--- src/rtl/deserializer_aligner_if.sv ---
// Serial receive bus for deserializer_aligner: serial bit input side and aligned word output side.
// The master drives serial bits and resync; the slave returns aligned words and lock status.
interface deserializer_aligner_if;
   logic       serial_in;
   logic       serial_valid;
   logic       resync;
   logic [9:0] parallel_data;
   logic       data_valid;
   logic       is_comma;
   logic       aligned;
   logic       align_lost;

   modport master (
      output serial_in, serial_valid, resync,
      input  parallel_data, data_valid, is_comma, aligned, align_lost
   );

   modport slave (
      input  serial_in, serial_valid, resync,
      output parallel_data, data_valid, is_comma, aligned, align_lost
   );
endinterface

--- src/rtl/deserializer_aligner.sv ---
// Comma-hunting 10-bit deserializer: locks onto K28.5 word boundaries, emits aligned words,
// and drops lock after too many commas appear off the locked boundary.
module deserializer_aligner #(
   parameter logic [9:0]  COMMA_P     = 10'b0011111010,
   parameter logic [9:0]  COMMA_N     = 10'b1100000101,
   parameter int unsigned LOCK_COMMAS = 3,
   parameter int unsigned MAX_ERR     = 4
) (
   input  logic                   clk,
   input  logic                   reset,
   deserializer_aligner_if.slave  bus
);

   localparam logic [3:0] LOCK_N = 4'(LOCK_COMMAS);
   localparam logic [3:0] ERR_N  = 4'(MAX_ERR);

   typedef enum logic [1:0] {HUNT, VERIFY, LOCKED} state_t;

   state_t     state_reg, state_next;
   logic [9:0] window_reg, window_next;
   logic [3:0] bit_cnt_reg, bit_cnt_next;
   logic [3:0] comma_cnt_reg, comma_cnt_next;
   logic [3:0] err_cnt_reg, err_cnt_next;
   logic [9:0] parallel_data_reg, parallel_data_next;
   logic       data_valid_reg, data_valid_next;
   logic       is_comma_reg, is_comma_next;
   logic       aligned_reg, aligned_next;
   logic       align_lost_reg, align_lost_next;

   logic [9:0] nxt;
   logic       hit;
   logic       boundary;
   logic [3:0] bit_cnt_inc;

   assign nxt         = {window_reg[8:0], bus.serial_in};
   assign hit         = (nxt == COMMA_P) || (nxt == COMMA_N);
   assign boundary    = (bit_cnt_reg == 4'd9);
   assign bit_cnt_inc = boundary ? 4'd0 : bit_cnt_reg + 4'd1;

   always_ff @(posedge clk or posedge reset) begin
      if (reset) begin
         state_reg         <= HUNT;
         window_reg        <= '0;
         bit_cnt_reg       <= '0;
         comma_cnt_reg     <= '0;
         err_cnt_reg       <= '0;
         parallel_data_reg <= '0;
         data_valid_reg    <= 1'b0;
         is_comma_reg      <= 1'b0;
         aligned_reg       <= 1'b0;
         align_lost_reg    <= 1'b0;
      end else begin
         state_reg         <= state_next;
         window_reg        <= window_next;
         bit_cnt_reg       <= bit_cnt_next;
         comma_cnt_reg     <= comma_cnt_next;
         err_cnt_reg       <= err_cnt_next;
         parallel_data_reg <= parallel_data_next;
         data_valid_reg    <= data_valid_next;
         is_comma_reg      <= is_comma_next;
         aligned_reg       <= aligned_next;
         align_lost_reg    <= align_lost_next;
      end
   end

   always_comb begin
      state_next         = state_reg;
      window_next        = window_reg;
      bit_cnt_next       = bit_cnt_reg;
      comma_cnt_next     = comma_cnt_reg;
      err_cnt_next       = err_cnt_reg;
      parallel_data_next = parallel_data_reg;
      is_comma_next      = is_comma_reg;
      data_valid_next    = 1'b0;
      align_lost_next    = 1'b0;

      if (bus.serial_valid) begin
         window_next = nxt;
      end

      // resync outranks everything on the same edge, including a boundary word
      if (bus.resync) begin
         state_next     = HUNT;
         bit_cnt_next   = '0;
         comma_cnt_next = '0;
         err_cnt_next   = '0;
      end else if (bus.serial_valid) begin
         case (state_reg)
            HUNT: begin
               if (hit) begin
                  bit_cnt_next   = '0;
                  comma_cnt_next = 4'd1;
                  err_cnt_next   = '0;
                  state_next     = (LOCK_N == 4'd1) ? LOCKED : VERIFY;
               end
            end
            VERIFY: begin
               bit_cnt_next = bit_cnt_inc;
               if (boundary) begin
                  if (hit) begin
                     comma_cnt_next = comma_cnt_reg + 4'd1;
                     if (comma_cnt_reg + 4'd1 == LOCK_N) begin
                        state_next = LOCKED;
                     end
                  end else begin
                     comma_cnt_next = '0;
                     state_next     = HUNT;
                  end
               end
            end
            LOCKED: begin
               bit_cnt_next = bit_cnt_inc;
               if (boundary) begin
                  parallel_data_next = nxt;
                  is_comma_next      = hit;
                  data_valid_next    = 1'b1;
                  if (hit) begin
                     err_cnt_next = '0;
                  end
               end else if (hit) begin
                  if (err_cnt_reg + 4'd1 == ERR_N) begin
                     state_next      = HUNT;
                     align_lost_next = 1'b1;
                     err_cnt_next    = '0;
                     comma_cnt_next  = '0;
                  end else begin
                     err_cnt_next = err_cnt_reg + 4'd1;
                  end
               end
            end
            default: state_next = HUNT;
         endcase
      end

      aligned_next = (state_next == LOCKED);
   end

   assign bus.parallel_data = parallel_data_reg;
   assign bus.data_valid    = data_valid_reg;
   assign bus.is_comma      = is_comma_reg;
   assign bus.aligned       = aligned_reg;
   assign bus.align_lost    = align_lost_reg;

endmodule

--- src/flat_wrapper.sv ---
// flat-port wrapper written by rule: the top's interface ports become plain ports
module deserializer_aligner_flat 
#(
   parameter logic [9:0]  COMMA_P     = 10'b0011111010,
   parameter logic [9:0]  COMMA_N     = 10'b1100000101,
   parameter int unsigned LOCK_COMMAS = 3,
   parameter int unsigned MAX_ERR     = 4
)
  (clk, reset, bus_serial_in, bus_serial_valid, bus_resync, bus_parallel_data, bus_data_valid, bus_is_comma, bus_aligned, bus_align_lost);
  deserializer_aligner_if bus_i ();
  input  logic clk;
  input  logic reset;
  input wire logic [$bits(bus_i.serial_in)-1:0] bus_serial_in;
  input wire logic [$bits(bus_i.serial_valid)-1:0] bus_serial_valid;
  input wire logic [$bits(bus_i.resync)-1:0] bus_resync;
  output wire logic [$bits(bus_i.parallel_data)-1:0] bus_parallel_data;
  output wire logic [$bits(bus_i.data_valid)-1:0] bus_data_valid;
  output wire logic [$bits(bus_i.is_comma)-1:0] bus_is_comma;
  output wire logic [$bits(bus_i.aligned)-1:0] bus_aligned;
  output wire logic [$bits(bus_i.align_lost)-1:0] bus_align_lost;
  assign bus_i.serial_in = bus_serial_in;
  assign bus_i.serial_valid = bus_serial_valid;
  assign bus_i.resync = bus_resync;
  assign bus_parallel_data = bus_i.parallel_data;
  assign bus_data_valid = bus_i.data_valid;
  assign bus_is_comma = bus_i.is_comma;
  assign bus_aligned = bus_i.aligned;
  assign bus_align_lost = bus_i.align_lost;
  deserializer_aligner #(.COMMA_P(COMMA_P), .COMMA_N(COMMA_N), .LOCK_COMMAS(LOCK_COMMAS), .MAX_ERR(MAX_ERR)) u_core (.clk(clk), .reset(reset), .bus(bus_i));
endmodule
--- config.mk ---
export PLATFORM = sky130hd
export DESIGN_NAME = deserializer_aligner_flat
export DESIGN_NICKNAME = d
export VERILOG_FILES = /design/src/rtl/deserializer_aligner_if.sv /design/src/rtl/deserializer_aligner.sv /design/src/flat_wrapper.sv
export SDC_FILE = /design/constraint.sdc
export NUM_CORES = 1
export LEC_CHECK = 0
export BUFFER_PORTS_ARGS = -buffer_cell sky130_fd_sc_hd__buf_4
export CORE_ASPECT_RATIO = 1.25
export CORE_MARGIN = 2
export CORE_UTILIZATION = 35
export DETAILED_ROUTE_END_ITERATION = 8
export SYNTH_ARGS = -nofsm -noshare
export SYNTH_HDL_FRONTEND = slang
export SYNTH_SLANG_ARGS = --single-unit
export TNS_END_PERCENT = 1
--- constraint.sdc ---
create_clock -name clk -period 3.75 [get_ports clk]
set_input_delay 0.75 -clock clk [delete_from_list [all_inputs] [get_ports clk]]
set_output_delay 0.75 -clock clk [all_outputs]
set_load 0.01 [all_outputs]
==> results of run 1 <==
[worst reg2reg max path, cell delays in order, from the launching register on]
cell	delay (ns)
dfrtp_1	0.43
or4_4	0.56
nor4b_4	0.29
nor2_1	0.18
o31ai_4	0.29
a21oi_2	0.13
mux2_1	0.33
[power by group through the flow]
stage	sequential (mW)	combinational [mW]	clock, mW
final	0.465	0.0661	0.352
after global placement	0.475	0.0655	0
after global routing	0.471	0.0737	0.385
after CTS	0.465	0.0671	0.366
after detailed placement	0.474	0.0669	0
after floorplan	0.461	0.0540	0
[cell usage in the layout, fill, tap and decap left out, types with 2 or more instances in the layout]
cell and n:
dfrtp_1 37, buf_4 20, mux2_2 19, nor2_1 12, ha_1 10, inv_1 9
nand2_1 8, nand3_1 7, o21ai_0 7, clkbuf_8 5, nor2b_1 4, a21oi_1 4
nand4_1 3, mux2_1 3, o211ai_1 3, nand3b_1 2, o221ai_1 2, and3_1 2
nor3_1 2, or3_1 2, a31oi_1 2, xnor2_1 2, nor3b_1 2
[metal layers]
| layer | up-vias | routed length (µm) | GRT usage | share of wire |
|---|---|---|---|---|
| li1 | 678 | - | - | - |
| met1 | 692 | 1570 | 0.145 | 0.42 |
| met2 | 28 | 2000 | 0.238 | 0.53 |
| met3 | 6 | 146 | 0.0380 | 0.039 |
| met4 | 0 | 55 | 0.0566 | 0.015 |
| met5 | - | 0 | 0 | 0 |
[final cells by class]
cell class / instances / area share
Tap cell: 64 / 0.0350
Timing Repair Buffer: 20 / 0.0656
Inverter: 9 / 0.0148
Multi-Input combinational cell: 123 / 0.430
Sequential cell: 37 / 0.404
Clock inverter: 3 / 0.0202
Clock buffer: 5 / 0.0301
[kinds of logic after synthesis]
| family | after synthesis | share of synthesized area |
|---|---|---|
| XOR/XNOR | 3 | 0.0133 |
| flip-flops | 37 | 0.470 |
| adder cells (fa/ha/maj) | 10 | 0.0635 |
| AO/OA/AOI/OAI | 34 | 0.130 |
| multiplexers | 23 | 0.131 |
| AND/OR/NAND/NOR | 53 | 0.162 |
| buffers and inverters | 14 | 0.0305 |
[per-stage QoR]
| stage | cells | util | area (µm²) |
|---|---|---|---|
| finish | 261 | 0.421 | 2290 |
| global route | 261 | 0.421 | 2290 |
| CTS | 261 | 0.421 | 2290 |
| detailed placement | 253 | 0.400 | 2170 |
| global placement | 253 | 0.400 | 2170 |
| floorplan | 174 | - | 1970 |
[path summary, 6_finish.rpt]
| check | startpoint | endpoint | slack (ns) | depth (start not counted) |
|---|---|---|---|---|
| worst max register to register | u_core.window_reg[3]$_DFFE_PP0P_ | u_core.comma_cnt_reg[1]$_DFFE_PP0P_ | 1.44 | 6 |
| worst min-delay path | u_core.bit_cnt_reg[3]$_DFFE_PP0P_ | u_core.bit_cnt_reg[3]$_DFFE_PP0P_ | 0.49 | 1 |
| min in group asynchronous | reset | u_core.window_reg[2]$_DFFE_PP0P_ | 0.56 | 3 |
| worst min register to register | u_core.bit_cnt_reg[3]$_DFFE_PP0P_ | u_core.bit_cnt_reg[3]$_DFFE_PP0P_ | 0.49 | 1 |
| worst max-delay path | bus_serial_in | u_core.comma_cnt_reg[1]$_DFFE_PP0P_ | 1.43 | 7 |
| max in group asynchronous | reset | u_core.bus.data_valid$_DFF_PP0_ | 2.87 | 3 |
[cells in the mapped netlist (2+ instances only)]
master	count
dfrtp_1	37
or3_1	2
nor3_1	2
o221ai_1	2
ha_1	10
nor2b_1	4
o211ai_1	3
clkbuf_1	4
nor2_1	12
a31oi_1	2
nor3b_1	2
mux2_2	19
nand3_1	7
nand4_1	3
a21oi_1	4
xnor2_1	2
nand3b_1	2
o21ai_0	7
mux2_1	3
and3_1	2
inv_1	9
nand2_1	8
==> results summary, run 1 <==
The flow ran to the end, and the final reports show no timing, DRC or antenna violations. The number of warnings printed during yosys synthesis is 0. The number of nets still failing antenna checks after routing is 0.

The die span in y is 87.9 µm. The area of combinational cells with multiple inputs came out at 985 µm². In this run, CTS created clock tree buffers numbering 5.

Entering global routing, the biggest net connects 38 pins. The share of total power dissipated in sequential elements is 0.527. The share of layout cells above drive strength 1 is 0.274. The data required time of the worst path is 3.93 ns. The count of input and output buffers is 18. The share of synthesized area in the top cell type comes to 0.470. The last weighted congestion value of the routability-driven placer is 0.803. VDD sags by at most 0.000233 V. The largest stage delay on the critical path came out at 0.48 ns. For the worst setup path, the data arrival time is 2.51 ns. TritonCTS built the clock tree. The count of flip-flops with a built-in enable after synthesis came out at 0. The post-synthesis average cell area came out at 11.3 µm². The net switching power of the design came out at 220 µW.

The clock share of power is 0.398. The residual DRC count came out at 0. Across every metal layer, demand over resource in global routing totals 0.132. The minimum hold slack is 0.486 ns. The area of the placeable core came out at 5440 µm². The worst path needs 2.32 ns of the cycle, external delays included. The overall power of the completed layout is 883 µW.

The area added between synthesis and finish is 16.2%. The total inserted antenna cells is 0. The total number of nets in the final design came out at 211. The clock insertion delay at the later pin of the skew report came out at 0.29 ns. The leftover overflow at the end of global routing came out at 0. The DRC violation total after the first TritonRoute iteration came out at 67. The top flip-flop cell by instance count after synthesis is dfrtp_1. The number of placement rows came out at 30.

For this design the static power due to leakage is 1.07 nW. The sort of element at the start of the critical path is an input port. The power per unit of standard cell area came out at 386 nW/µm². The detailed-route wire length per cell is 14.4 µm. The fill cell total of the finished layout came out at 526.

The worst path setup slack after routing came out at 1.43 ns. The initial cell density of the core is 0.362. The register with the most flip-flops in the layout has 10 of them. The initial antenna violation count is 0.

The worst hold path belongs to the class flip-flop to flip-flop. CTS built an H-tree with a depth of 2. The count of vias placed by the detailed router is 1,404. Traced cell by cell, the critical path runs through buf_4 -> nand4bb_1 -> nor4_1 -> nor2_1 -> o31ai_4 -> a21oi_2 -> mux2_1.

The number of violations of the max-capacitance limit came out at 0. The part of the cycle the worst path needs came out at 0.620. The cell at the root of the clock tree is clkbuf_8. The share of total power dissipated in combinational logic is 0.075. The final wirelength came out at 3.77 mm. The number of setup buffers added after CTS is 0. The setup path with the least slack is of type input port to flip-flop. In this run the tightest slew margin relative to its limit is 0.643.

The full die area is 6250 µm². The maximum fanout count along the critical path came out at 6. The post-synthesis net count is 189.

The area of the mapped netlist came out at 1970 µm². From left edge to right edge, the die measures 71.1 µm. The number of failing hold endpoints at the final stage came out at 0. The worst setup timing slack at the placement stage came out at 1.11 ns. In the final layout, flip-flops and latches occupy 926 µm². The cell-internal power is 664 µW. The total I/O pin count is 19. In this run, post-CTS repair resized a total of 0 instances. The number of detailed-routing iterations run before antenna repair is 4. The final sum of negative setup slack is 0 ns. The total number of clock tree sinks is 37.

The mean number of vias per cell came out at 5.38. The share of synthesized flip-flops with an asynchronous set or reset came out at 1.00. The clock edge transition at the registers on the reported setup and hold paths is 0.08 ns. The critical path endpoint category is a flip-flop. The number of buffers added to fix hold violations after cts came out at 0. The deepest clock path buffer count is 2. The maximum frequency from static timing analysis is 0.430 GHz.

Of the total power, the share spent switching nets is 0.249. The first global-routing pass estimated 6.39 mm of wire. Of the synthesized area, sequential elements account for 0.470. The final setup violation count is 0.

The cell family contributing the most delay on the critical path is simple AND/OR/NAND/NOR gates. Across the routed clock network, the largest skew measured is 0.00503 ns. The gate count of the mapped netlist is 174.

The final number of max-transition violations is 0. In this run, synthesis produced a sequential element count of 37. The slew at the pin closest to its max-slew limit is 0.530 ns. The distinct cell type count after synthesis is 50. Ranked by total cell area, the synthesized netlist is headed by dfrtp_1 (47%), mux2_2 (11%), ha_1 (6.3%), nor2_1 (2.3%), nand3_1 (1.8%). Setup repair after global routing left no endpoint under its margin. Together, buffers and inverters on the worst path number 1. The biggest area consumer among synthesized cells is dfrtp_1. The HPWL after detailed placement is 2.74 mm. The standard cell with the maximum stage delay on the critical path is nor4_1.

The via count of the first global-routing pass is 1,392.
Power figures use the tool's default switching activity.
==> inputs of run 2 (changes only) <==
--- a/config.mk
+++ b/config.mk
@@ -5,6 +5,7 @@
 export SDC_FILE = /design/constraint.sdc
 export NUM_CORES = 1
 export LEC_CHECK = 0
+export ABC_AREA = 1
 export BUFFER_PORTS_ARGS = -buffer_cell sky130_fd_sc_hd__buf_4
 export CORE_ASPECT_RATIO = 1.25
 export CORE_MARGIN = 2
==> constraint.sdc (replaced) <==
create_clock -name clk -period 1.9 [get_ports clk]
set_input_delay 0.38 -clock clk [delete_from_list [all_inputs] [get_ports clk]]
set_output_delay 0.38 -clock clk [all_outputs]
set_load 0.01 [all_outputs]
==> results summary, run 2 <==
The critical path is of the flip-flop to flip-flop type. The final number of max-transition violations is 0 (unchanged). The number of placement rows is 31 (+3.3%).

The maximum fanout count along the critical path came out at 4 (-2). The via count of the first global-routing pass is 1,555 (+12%). The most frequent cell after synthesis is nand2_1. The arrival time of data at the critical path endpoint is 1.92 ns (-0.59 ns). The total global-route track usage came to 0.136 (+0.00382). The worst register-to-register path ends at u_core.err_cnt_reg[0]$_DFFE_PP0P_. The final setup violation count came to 0 (unchanged). The area of placed instances is 2280 µm² (+4.7%). The count of input and output buffers came out at 18 (unchanged). STA classifies the critical path endpoint as a flip-flop. The area added between synthesis and finish came out at 14.6%. The largest stage delay on the critical path is 0.41 ns (-0.07 ns). The smallest clock period supported by the final layout is computed as 1.74 ns. The cell at the root of the clock tree is clkbuf_8. The total number of clock tree sinks was 37 (unchanged). The minimum setup slack among reg-to-reg paths was 0.16 ns (-1.28 ns). The deepest clock path buffer count came out at 2 (unchanged).

Walking the worst path, the cells encountered are inv_1 -> ha_2 -> inv_1 -> nor2_4 -> inv_2 -> nor2_2 -> nand3_1 -> nand2_1 -> inv_2 -> nand2_1 -> nor2_1 -> o21a_1. The HPWL after detailed placement came out at 2.97 mm (+8.6%). The number of cells traversed by the worst register-to-register path came out at 12 (+6). The worst path setup slack after routing came out at 0.161 ns (-1.26 ns). The fraction of power spent switching nets is 0.280 (+0.0312). The fraction of synthesized cell area taken by the top area cell type came to 0.446 (-0.0243).

The worst setup timing slack at the placement stage came to 0.130 ns (-0.977 ns). The final wirelength is 3.89 mm (+3.2%). The topmost layer with routed signal wires is met4. The data required time of the worst path was 2.08 ns (-1.85 ns). Leaving out fill and tap cells, the most frequent cell in the layout is nand2_1. In the layout the commonest cells are nand2_1 (54), dfrtp_1 (37), buf_4 (21), inv_1 (20), o21ai_1 (19). The number of buffers added to fix hold violations after cts came out at 0 (unchanged). The count of vias placed by the detailed router is 1,594 (+14%).

The slew at the pin closest to its max-slew limit came to 0.465 ns (-0.0658 ns). The number of detailed-routing iterations run before antenna repair came to 4 (unchanged). The final sum of negative setup slack is 0 ns (unchanged). The die span in y was 90.2 µm (+2.6%). The fill cell total of the finished layout was 595 (+13%).

The DRC violation total after the first TritonRoute iteration was 107 (+60%). The maximum frequency from static timing analysis came out at 0.575 GHz. The wire length on met2 came out at 1.92 mm (-4.1%).

The number of nets still failing antenna checks after routing came out at 0 (unchanged). By area the synthesized netlist is led by dfrtp_1 (45%), nand2_1 (9.8%), ha_1 (6.0%), o21ai_1 (4.6%), inv_1 (3.6%). On the critical path, the stage with the largest delay is an instance of dfrtp_1. The full die area is 6570 µm² (+5.2%). The sequential cell fraction of total power came out at 0.545 (+0.018).

The total I/O pin count is 19 (unchanged). The total number of nets in the final design came out at 281 (+33%). The worst slew margin relative to its limit is 0.690 (+0.0471). The gate count of the mapped netlist was 244 (+40%).

After synthesis, the most frequently instantiated cells are nand2_1 (54), dfrtp_1 (37), inv_1 (20). The biggest area consumer among synthesized cells is dfrtp_1. The area of the mapped netlist came to 2080 µm² (+5.5%). The number of buffers added by the clock tree synthesis step is 5 (unchanged). The startpoint of the worst register-to-register path is u_core.state_reg[0]$_DFF_PP0_. The share of total power in combinational logic came out at 0.113 (+0.038). Setup repair after global routing left no endpoint under its margin. The routed length on met1 came out at 1.76 mm (+12%). The clock insertion delay at the later pin of the skew report came out at 0.29 ns (about the same). The number of violations of the max-capacitance limit was 0 (unchanged). The clock edge transition at the registers on the reported setup and hold paths is 0.08 ns (about the same).

The number of failing hold endpoints at the final stage was 0 (unchanged). The post-synthesis net count is 259 (+37%). The horizontal die dimension came out at 72.9 µm (+2.5%). The utilization after layout is 0.412 (-0.00848). The part of the cycle the worst path needs came out at 0.915. The share of layout cells above drive strength 1 is 0.251 (-0.0232). The share of synthesized flip-flops with an asynchronous set or reset is 1.00 (unchanged). The detailed-route wire length per cell is 11.7 µm (-19%).

The count of flip-flops with a built-in enable after synthesis is 0 (unchanged). The worst ir drop on vdd came out at 0.000266 V (+14%). The leftover overflow at the end of global routing came out at 0 (unchanged). The cell-internal power is 1.15 mW (+73%). The maximum number of pins on one net before global-route repair is 38 (unchanged).

The mean number of vias per cell is 4.79 (-11%). The wire length on met3 came to 134 µm (-8.2%). Among all flip-flop cells after synthesis, the most frequent one is dfrtp_1.

The clock tree from TritonCTS is built. The area of the placeable core is 5780 µm² (+6.2%). The initial antenna violation count came out at 0 (unchanged). The number of warnings printed during yosys synthesis came out at 0 (unchanged). The power per unit of standard cell area is 669 nW/µm² (+73%).

The total inserted antenna cells came to 0 (unchanged). The last weighted congestion value of the routability-driven placer came out at 0.840 (+4.7%). The post-route standard cell area excluding fillers is 2380 µm² (+4.0%). The number of flip-flops under the largest register name was 10 (unchanged). The static power due to leakage came out at 1.08 nW (+1.4%). The worst setup path is launched from a flip-flop. The residual DRC count came out at 0 (unchanged). The distinct cell type count after synthesis came to 31 (-38%). The post-synthesis average cell area came out at 8.52 µm² (-25%).

The proportion of synthesized chip area in sequential cells came to 0.446 (-0.0243). The run finished with clean final reports. The wire length of the first global-routing pass is 7.02 mm (+9.9%).

The path class of the tightest hold or removal check is input port to async pin. The initial cell density of the core came out at 0.360 (-0.00247). The H-tree level count is 2 (unchanged).

The clock share of power came out at 0.342 (-0.056). The worst clock skew on the final layout is 0.00664 ns (+0.00161 ns). The total of flip-flops plus latches after synthesis is 37 (unchanged). The net switching power of the design was 446 µW (+100%).
run 2: cell count changes after synthesis, moves of 5 or more:
| cell | delta |
|---|---|
| nand2_1 | +46 |
| o21ai_0 | +5 |
| nand2_2 | +7 |
| inv_1 | +11 |
| inv_2 | +11 |
| o21ai_1 | +18 |
| mux2_2 | -19 |
| nand3_1 | +8 |
run 2: layout make-up:
cell class	count	area, µm²	share of cell area
clock inverter	3	17.5	0.00735
clock buffer	5	68.8	0.0289
timing repair buffer	21	158	0.0662
inverter	31	116	0.0488
multi-input combinational	170	1010	0.425
tap	66	82.6	0.0347
sequential	37	926	0.389
run 2: through the flow:
stage | hold WS [ns] | std cells | total power [mW]
2_1_floorplan | 0.474 | 244 | 1.01
3_3_place_gp | 0.473 | 323 | 1.07
3_5_place_dp | 0.479 | 323 | 1.07
4_1_cts | 0.213 | 331 | 1.61
5_1_grt | 0.276 | 333 | 1.68
6_report | 0.195 | 333 | 1.59
run 2: power by group through the flow:
stage	Combinational (mW)	Sequential, mW	Clock, mW
3_3_place_gp	0.183	0.884	0
3_5_place_dp	0.184	0.884	0
4_1_cts	0.185	0.869	0.559
2_1_floorplan	0.124	0.883	0
5_1_grt	0.210	0.875	0.598
6_report	0.180	0.868	0.545
run 2: critical path, delay by kind of cell, from the launching register on:
family,cells,cell delay [ns]
AO/OA/AOI/OAI,1,0.16
adder cells (fa/ha/maj),1,0.21
buffers and inverters,4,0.29
flip-flops,1,0.41
AND/OR/NAND/NOR,6,0.56
run 2: layer usage:
metal	global-route usage	vias to the layer above
met3	0.0325	7
li1	-	837
met1	0.173	724
met2	0.220	26
met5	0	-
met4	0.0509	0
run 2: cell families (layout without fill, tap and decap cells):
logic type / after synthesis / count (layout) / synth area share
fa+ha+maj: 10 / 10 / 0.0602
buf+inv: 37 / 60 / 0.0692
xor+xnor: 4 / 4 / 0.0169
compound gates: 41 / 41 / 0.113
simple gates: 115 / 115 / 0.296
flops: 37 / 37 / 0.446
run 2: repair_timing:
item,CTS,global route
gates resized for setup,0,2
buffers inserted,0,2
endpoints found under the setup margin,0,4
run 2: worst max path at each step:
stage	slack [ns]	start	to	depth (start not counted)
after floorplan	0.30	u_core.state_reg[0]$_DFF_PP0_	u_core.err_cnt_reg[0]$_DFFE_PP0P_	12
after global placement	0.20	u_core.state_reg[0]$_DFF_PP0_	u_core.err_cnt_reg[0]$_DFFE_PP0P_	12
after detailed placement	0.13	u_core.state_reg[0]$_DFF_PP0_	u_core.err_cnt_reg[0]$_DFFE_PP0P_	12
after CTS	0.11	u_core.state_reg[0]$_DFF_PP0_	u_core.err_cnt_reg[0]$_DFFE_PP0P_	12
after global routing	0.02	u_core.state_reg[1]$_DFF_PP0_	u_core.err_cnt_reg[0]$_DFFE_PP0P_	8
final	0.16	u_core.state_reg[0]$_DFF_PP0_	u_core.err_cnt_reg[0]$_DFFE_PP0P_	12
